$ cat src/rtl/sha512_core_io_pkg.sv
// Shared constants and types for the SHA-512 core-side I/O endpoint.
package sha512_core_io_pkg;

   // MSB of the block-operation flag field carried with each block
   localparam int BLK_OP_MSB_DEF = 3;
   // 32-bit words per serialized 512-bit result
   localparam int OUT_WORDS_DEF  = 16;
   // 64-bit words per input block
   localparam int BLK_WORDS      = 16;
   // 64-bit words per result
   localparam int RES_WORDS      = 8;

   // Output serializer state
   typedef enum logic {
      SER_IDLE = 1'b0,
      SER_SEND = 1'b1
   } ser_state_t;

endpackage

$ cat src/rtl/sha512_core_out_ser.sv
// Result serializer: 8x64 result RAM written by the datapath, then streamed
// out as sixteen 32-bit words (low half first) under core_rd_en pops.
module sha512_core_out_ser
   import sha512_core_io_pkg::*;
#(
   parameter int OUT_WORDS = OUT_WORDS_DEF
) (
   input  logic        clk,
   input  logic        rst,
   input  logic        res_wr_en,
   input  logic [2:0]  res_addr,
   input  logic [63:0] res_din,
   input  logic        res_ctx,
   input  logic        res_seq,
   input  logic        res_commit,
   input  logic        core_rd_en,
   output logic [31:0] core_out,
   output logic        core_out_ready,
   output logic        core_out_start,
   output logic        core_out_ctx_num,
   output logic        core_out_seq_num,
   output logic        viol,
   output ser_state_t  state
);

   // Handshake: core_out is valid while core_out_ready=1; a word is consumed
   // in any cycle where core_out_ready=1 and core_rd_en=1 at the clock edge.

   localparam logic [3:0] LAST_CNT = 4'(OUT_WORDS - 1);

   ser_state_t  state_nxt;
   logic [63:0] res_mem [RES_WORDS];
   logic [3:0]  cnt;
   logic        ctx_q;
   logic        seq_q;
   logic [63:0] cur_word;

   // State register
   always_ff @(posedge clk) begin
      if (rst) state <= SER_IDLE;
      else     state <= state_nxt;
   end

   // Next-state: commit starts a send, the last pop ends it
   always_comb begin
      state_nxt = state;
      case (state)
         SER_IDLE: if (res_commit) state_nxt = SER_SEND;
         SER_SEND: if (core_rd_en && cnt == LAST_CNT) state_nxt = SER_IDLE;
         default:  state_nxt = SER_IDLE;
      endcase
   end

   // Result RAM: only writable while the output buffer is not busy
   always_ff @(posedge clk) begin
      if (state == SER_IDLE && res_wr_en) res_mem[res_addr] <= res_din;
   end

   // Word counter and result tags
   always_ff @(posedge clk) begin
      if (rst) begin
         cnt   <= '0;
         ctx_q <= 1'b0;
         seq_q <= 1'b0;
      end else if (state == SER_IDLE && res_commit) begin
         cnt   <= '0;
         ctx_q <= res_ctx;
         seq_q <= res_seq;
      end else if (state == SER_SEND && core_rd_en) begin
         cnt   <= cnt + 4'd1;
      end
   end

   // Outputs: combinational read so the engine can pop every cycle
   always_comb begin
      cur_word         = res_mem[cnt[3:1]];
      core_out         = '0;
      core_out_ready   = 1'b0;
      core_out_start   = 1'b0;
      core_out_ctx_num = ctx_q;
      core_out_seq_num = seq_q;
      viol             = 1'b0;
      case (state)
         SER_IDLE: begin
            viol = core_rd_en;
         end
         SER_SEND: begin
            core_out_ready = 1'b1;
            core_out       = cnt[0] ? cur_word[63:32] : cur_word[31:0];
            core_out_start = (cnt == 4'd0);
            viol           = res_wr_en | res_commit;
         end
         default: ;
      endcase
   end

endmodule

$ cat src/rtl/sha512_core_io.sv
// Core-side endpoint: two input block buffers with arrival-order presentation
// to the SHA-512 datapath, plus the result serializer toward the engine.
module sha512_core_io
   import sha512_core_io_pkg::*;
#(
   parameter int BLK_OP_MSB = BLK_OP_MSB_DEF,
   parameter int OUT_WORDS  = OUT_WORDS_DEF
) (
   input  logic                CLK,
   input  logic                RST,
   input  logic                wr_en,
   input  logic [63:0]         core_in,
   input  logic [3:0]          wr_addr,
   input  logic                input_seq,
   input  logic                input_ctx,
   input  logic [BLK_OP_MSB:0] input_blk_op,
   input  logic                set_input_ready,
   output logic                ready0,
   output logic                ready1,
   output logic                blk_valid,
   output logic                blk_seq,
   output logic                blk_ctx,
   output logic [BLK_OP_MSB:0] blk_op,
   input  logic [3:0]          blk_rd_addr,
   output logic [63:0]         blk_dout,
   input  logic                blk_done,
   input  logic                res_wr_en,
   input  logic [2:0]          res_addr,
   input  logic [63:0]         res_din,
   input  logic                res_ctx,
   input  logic                res_seq,
   input  logic                res_commit,
   output logic                res_full,
   output logic [31:0]         core_out,
   output logic                core_out_ready,
   output logic                core_out_start,
   output logic                core_out_ctx_num,
   output logic                core_out_seq_num,
   input  logic                core_rd_en,
   output logic                err
);

   logic [63:0]         in_mem [2*BLK_WORDS];
   logic [1:0]          full;
   logic                oldest;
   logic [1:0]          ctx_q;
   logic [BLK_OP_MSB:0] op_q [2];
   logic                pres_seq;
   logic                wr_ok;
   logic                fill;
   logic                free;
   logic                in_viol;
   logic                ser_viol;
   ser_state_t          ser_state;

   // Presentation select and per-cycle buffer events
   always_comb begin
      pres_seq = (full == 2'b11) ? oldest : full[1];
      wr_ok    = wr_en & ~full[input_seq];
      fill     = wr_en & set_input_ready & ~full[input_seq];
      free     = blk_done & (|full);
      in_viol  = (wr_en & full[input_seq]) | (blk_done & ~(|full));
   end

   // Buffer occupancy and fill order; oldest names the earlier-filled buffer
   always_ff @(posedge CLK) begin
      if (RST) begin
         full   <= 2'b00;
         oldest <= 1'b0;
      end else begin
         if (free) full[pres_seq] <= 1'b0;
         if (fill) begin
            full[input_seq] <= 1'b1;
            // The other buffer is older only if it stays full this cycle
            if (full[~input_seq] && !(free && pres_seq == ~input_seq))
               oldest <= ~input_seq;
            else
               oldest <= input_seq;
         end
      end
   end

   // Per-buffer block tags captured when the buffer is marked full
   always_ff @(posedge CLK) begin
      if (fill) begin
         ctx_q[input_seq] <= input_ctx;
         op_q[input_seq]  <= input_blk_op;
      end
   end

   // Input block memory and registered datapath read port
   always_ff @(posedge CLK) begin
      if (wr_ok) in_mem[{input_seq, wr_addr}] <= core_in;
      blk_dout <= in_mem[{pres_seq, blk_rd_addr}];
   end

   // Sticky protocol-violation flag
   always_ff @(posedge CLK) begin
      if (RST)                      err <= 1'b0;
      else if (in_viol || ser_viol) err <= 1'b1;
   end

   // Status outputs
   always_comb begin
      ready0    = ~full[0];
      ready1    = ~full[1];
      blk_valid = |full;
      blk_seq   = pres_seq;
      blk_ctx   = ctx_q[pres_seq];
      blk_op    = op_q[pres_seq];
      res_full  = (ser_state == SER_SEND);
   end

   sha512_core_out_ser #(
      .OUT_WORDS (OUT_WORDS)
   ) u_ser (
      .clk              (CLK),
      .rst              (RST),
      .res_wr_en        (res_wr_en),
      .res_addr         (res_addr),
      .res_din          (res_din),
      .res_ctx          (res_ctx),
      .res_seq          (res_seq),
      .res_commit       (res_commit),
      .core_rd_en       (core_rd_en),
      .core_out         (core_out),
      .core_out_ready   (core_out_ready),
      .core_out_start   (core_out_start),
      .core_out_ctx_num (core_out_ctx_num),
      .core_out_seq_num (core_out_seq_num),
      .viol             (ser_viol),
      .state            (ser_state)
   );

endmodule

$ cat config.mk
export PLATFORM = sky130hd
export DESIGN_NAME = sha512_core_io
export DESIGN_NICKNAME = d
export VERILOG_FILES = /design/src/rtl/sha512_core_io_pkg.sv /design/src/rtl/sha512_core_out_ser.sv /design/src/rtl/sha512_core_io.sv
export SDC_FILE = /design/constraint.sdc
export NUM_CORES = 2
export LEC_CHECK = 0
export CORE_MARGIN = 2
export CORE_UTILIZATION = 30
export DETAILED_ROUTE_END_ITERATION = 12
export HOLD_SLACK_MARGIN = 0.12
export PLACE_DENSITY = 0.51
export SYNTH_ARGS = -nofsm -noshare
export SYNTH_HDL_FRONTEND = slang
export SYNTH_HIERARCHICAL = 1
export SYNTH_SLANG_ARGS = --single-unit
$ cat constraint.sdc
create_clock -name CLK -period 11.2 [get_ports CLK]
set_input_delay 2.8 -clock CLK [delete_from_list [all_inputs] [get_ports CLK]]
set_output_delay 2.8 -clock CLK [all_outputs]
set_load 0.02 [all_outputs]
==> qor_table.md <==
| Quantity | This run |
| --- | --- |
| Critical Path Slowest Stage Cell | sky130_fd_sc_hd__dfxtp_4 |
| Number of setup violations in the final report | 0 |
| Total Routed Length | 272 mm |
| Fmax | 136 MHz |
| Commonest non-fill, non-tap cells in the layout | sky130_fd_sc_hd__edfxtp_1 (2570), sky130_fd_sc_hd__mux4_2 (514), sky130_fd_sc_hd__mux2i_1 (397), sky130_fd_sc_hd__clkbuf_16 (292), sky130_fd_sc_hd__clkdlybuf4s50_1 (254) |
| P_int | 16.9 mW |
| # rows | 212 |
| TritonCTS clock tree | built |
| Count of distinct cell types in the synthesized netlist | 51 |
| Combinational fraction of design power | 0.049 |
| Die Width | 582 um |
| Top cell family by delay on the critical path | buffers and inverters |
| Number of enable-type register cells in the synthesized netlist | 2570 |
| H-tree lvl count | 5 |
| Post-synth net total | 4724 |
| Slew margin rel. | 0.0744 |
| Leak Pwr | 36.5 nW |
| Worst flop-to-flop path endpoint | in_mem[5][54] |
| Routed wire per std cell | 28.2 um |
| Final max-slew violation count | 0 |
| Minimum clock period | 7330 ps |
| Number of buffers inserted to repair setup after CTS | 0 |
| Pre-antenna DRT Iters | 8 |
| Classification of the worst-slack hold path | flop to flop |
| Worst min-delay path startpoint | u_ser/core_out_ctx_num |
| Antenna violation net count after detailed routing | 0 |
| Area Growth Syn to Fin | 17.5% |
| Critical Path End Type | primary output |
| Number of cells on the worst hold path | 2 |
| Core Area | 333000 um^2 |
| DRC violation count after routing | 0 |
| Main flop type after synthesis | sky130_fd_sc_hd__edfxtp_1 |
| Number of global-route vias before repair | 48900 |
| Worst Setup Path Type | flop to primary output |
| Outcome | complete, no violations |
| Clock slew seen by the registers of the worst setup and hold paths | 60 ps |
| Max IR drop VDD | 0.126 mV |
| Pwr dens | 183 nW/um^2 |
| Unrepaired setup endpoints after global routing | false |
| Post-synthesis cell count | 4567 |
| Maximum single-stage delay on the critical path | 1080 ps |
| Register-to-register path setup slack | 7250 ps |
| Part of the Yosys area used for sequential elements | 0.785 |
| Worst-path fanout max | 63 |
| Hold Violations, Final | 0 |
| Global route total overflow | 0 |
| Top Ports | 266 |
| Switching part of the total power | 0.216 |
| Count of input and output buffers | 265 |
| Number of maximum-capacitance constraint violations | 0 |
| Fin crit share | 0.654 |
| Pin count of the biggest net entering global routing | 108 |
| Number of buffer and inverter stages on the critical path | 2 |
| Count of state elements after synthesis | 2648 |
| Clock Root Buffer | sky130_fd_sc_hd__clkbuf_16 |
| Most numerous cell on the critical path | sky130_fd_sc_hd__o21ai_1 |
| Num CTS Buffers | 291 |
| Fraction of layout cells with a size suffix above 1 | 0.220 |
| Cell Area, Synth | 100000 um^2 |
| Clk pwr share | 0.439 |
| Share of flip-flops with an asynchronous set or reset after synthesis | 0 |
| Antenna violations before repair | 52 |
| Clock Tree Buf Depth | 4 |
| Startpoint kind of the worst setup timing path | flop |
| Total power | 21.6 mW |
| Synthesis warning total | 6 |
| Arrival time of the worst setup path | 4530 ps |
| Detailed placement HPWL | 153 mm |
| Initial core utilization | 0.301 |
| Overall routing resource usage | 0.157 |
| Max Clock Skew | 76.1 ps |
| # clock sinks | 2648 |
| Part of the total power dissipated in sequential elements | 0.512 |
| Critical path cell sequence | buf_4 > mux4_2 > o21ai_1 > o21ai_1 > clkdlybuf4s50_1 |
| Mean number of vias per cell | 4.98 |
| Hold Buf Count CTS | 0 |
| Most frequent standard cell in the layout excluding fill and tap cells | sky130_fd_sc_hd__edfxtp_1 |
| Final RePlAce weighted congestion | 0.759 |
| Iteration-0 DRC Markers | 4626 |
| Destination of the worst hold path | u_ser/core_out_ctx_num |
| Syn Area/Cell | 22.0 um^2 |
| Required time of the critical path | 8400 ps |
| Die Y | 582 um |
| Count of cells along the worst register-to-register path | 6 |
| Via count | 48000 |
| Clock network latency to the later pin of the worst-skew pair | 890 ps |
| Worst reg2reg startpoint | full[1] |
| Final #Nets | 5172 |
| Global-route wire length before repair | 381 mm |
| Worst Tran Pin Value | 1380 ps |
| Final TNS setup | 0 ps |
| Net Sw Power | 4.65 mW |
| Die Outline Area | 339000 um^2 |
| Cells resized by post-CTS repair | 0 |
## sequential cells by signal, indices dropped and copies added (netlist names), named ones only
register                flops
u_ser/core_out_ctx_num      1
err                         1
oldest                      1
in_mem                   2048
blk_dout                   64
full                        2
ctx_q                       2
op_q                        8
u_ser/core_out_seq_num      1
u_ser/res_mem             512
u_ser/state                 1
u_ser/cnt                   4
## cells in the mapped netlist (all sizes together), types with 2 or more instances
master	count	area share
o21ai	33	0.0016
mux2i	397	0.040
a32oi	30	0.0026
a21oi	21	0.0010
a211oi	10	0.00075
o22ai	52	0.0032
and3	5	0.00031
buf	165	0.012
nand3b	3	0.00022
mux2	9	0.0010
nand3	10	0.00050
nor2b	8	0.00050
nor2	107	0.0040
a32o	7	0.00070
dfxtp	78	0.016
inv	9	0.00034
ha	2	0.00025
or3	2	0.00012
a221oi	31	0.0030
a22oi	122	0.0091
nor3	16	0.00080
a21o	6	0.00045
nand2	196	0.0073
clkbuf	78	0.0030
mux4	518	0.12
nor4	2	0.00012
a2111oi	8	0.0012
or3b	3	0.00026
a31oi	13	0.00081
and2	5	0.00031
edfxtp	2570	0.77
o21a	37	0.0028
nand2b	4	0.00025
a22o	3	0.00026
## worst min-delay path: stages, from the launching register on
cell                      delay (ps)
sky130_fd_sc_hd__dfxtp_1         320
sky130_fd_sc_hd__mux2i_1          60
sky130_fd_sc_hd__nor2_1           80
## per-stage QoR
| stage | setup slack [ps] | util | hold WS [ps] | std cells | area (um^2) |
|---|---|---|---|---|---|
| 2_1_floorplan | 1470 | - | 463 | 4567 | 100000 |
| 3_3_place_gp | 4020 | 0.325 | 476 | 9109 | 108000 |
| 3_5_place_dp | 3930 | 0.325 | 483 | 9109 | 108000 |
| 4_1_cts | 3750 | 0.354 | 497 | 9633 | 118000 |
| 5_1_grt | 3640 | 0.354 | 539 | 9636 | 118000 |
| 6_report | 3870 | 0.354 | 498 | 9640 | 118000 |
## area by class of cell
type | instances | area (um^2)
timing repair buffer | 398 | 3720
sequential | 2648 | 78700
fill | 30800 | 215000
tap | 4387 | 5490
clock inverter | 134 | 1500
multi-input combinational | 1666 | 20400
inverter | 10 | 43.8
clock buffer | 390 | 7950
antenna | 7 | 17.5
## power groups by stage
stage                     registers [mW]  logic [mW]  clock network (mW)
after detailed placement            11.3        1.09                   0
after CTS                           11.0        1.09                9.69
after global placement              11.2        1.07                   0
after global routing                11.0        1.13                10.1
after floorplan                     11.3       0.493                   0
final                               11.0        1.06                9.47
## logic make-up (layout without fill, tap and decap cells)
kind of cell / count (synthesis) / after routing / share of synthesized area
DFF: 2648 / 2648 / 0.785
muxes: 924 / 924 / 0.157
AOI/OAI and AO/OA: 376 / 376 / 0.0279
and+or+nand+nor: 364 / 364 / 0.0150
buffers and inverters: 253 / 932 / 0.0151
adders and majority gates: 2 / 2 / 0.000249
other: 0 / 7 / 0
## worst max-delay path by stage
stage	slack, ps	endpoint	from	depth (start not counted)
final	3870	core_out[8]	flop	5
after global routing	3640	core_out[17]	flop	5
after CTS	3750	core_out[8]	flop	5
after detailed placement	3930	in_mem[5][4]	input_seq	7
after global placement	4020	in_mem[4][23]	input_seq	6
after floorplan	1470	u_ser/res_mem[2][0]	res_addr[0]	1
## per-layer routing
layer  routed length (um)  track usage  vias up
met2               135000        0.265     1412
met1               114000        0.209    26100
met3                16500       0.0296      394
met5                  230            0        -
met4                 5470       0.0340       38
li1                     -            -    20100
Power figures use the tool's default switching activity.
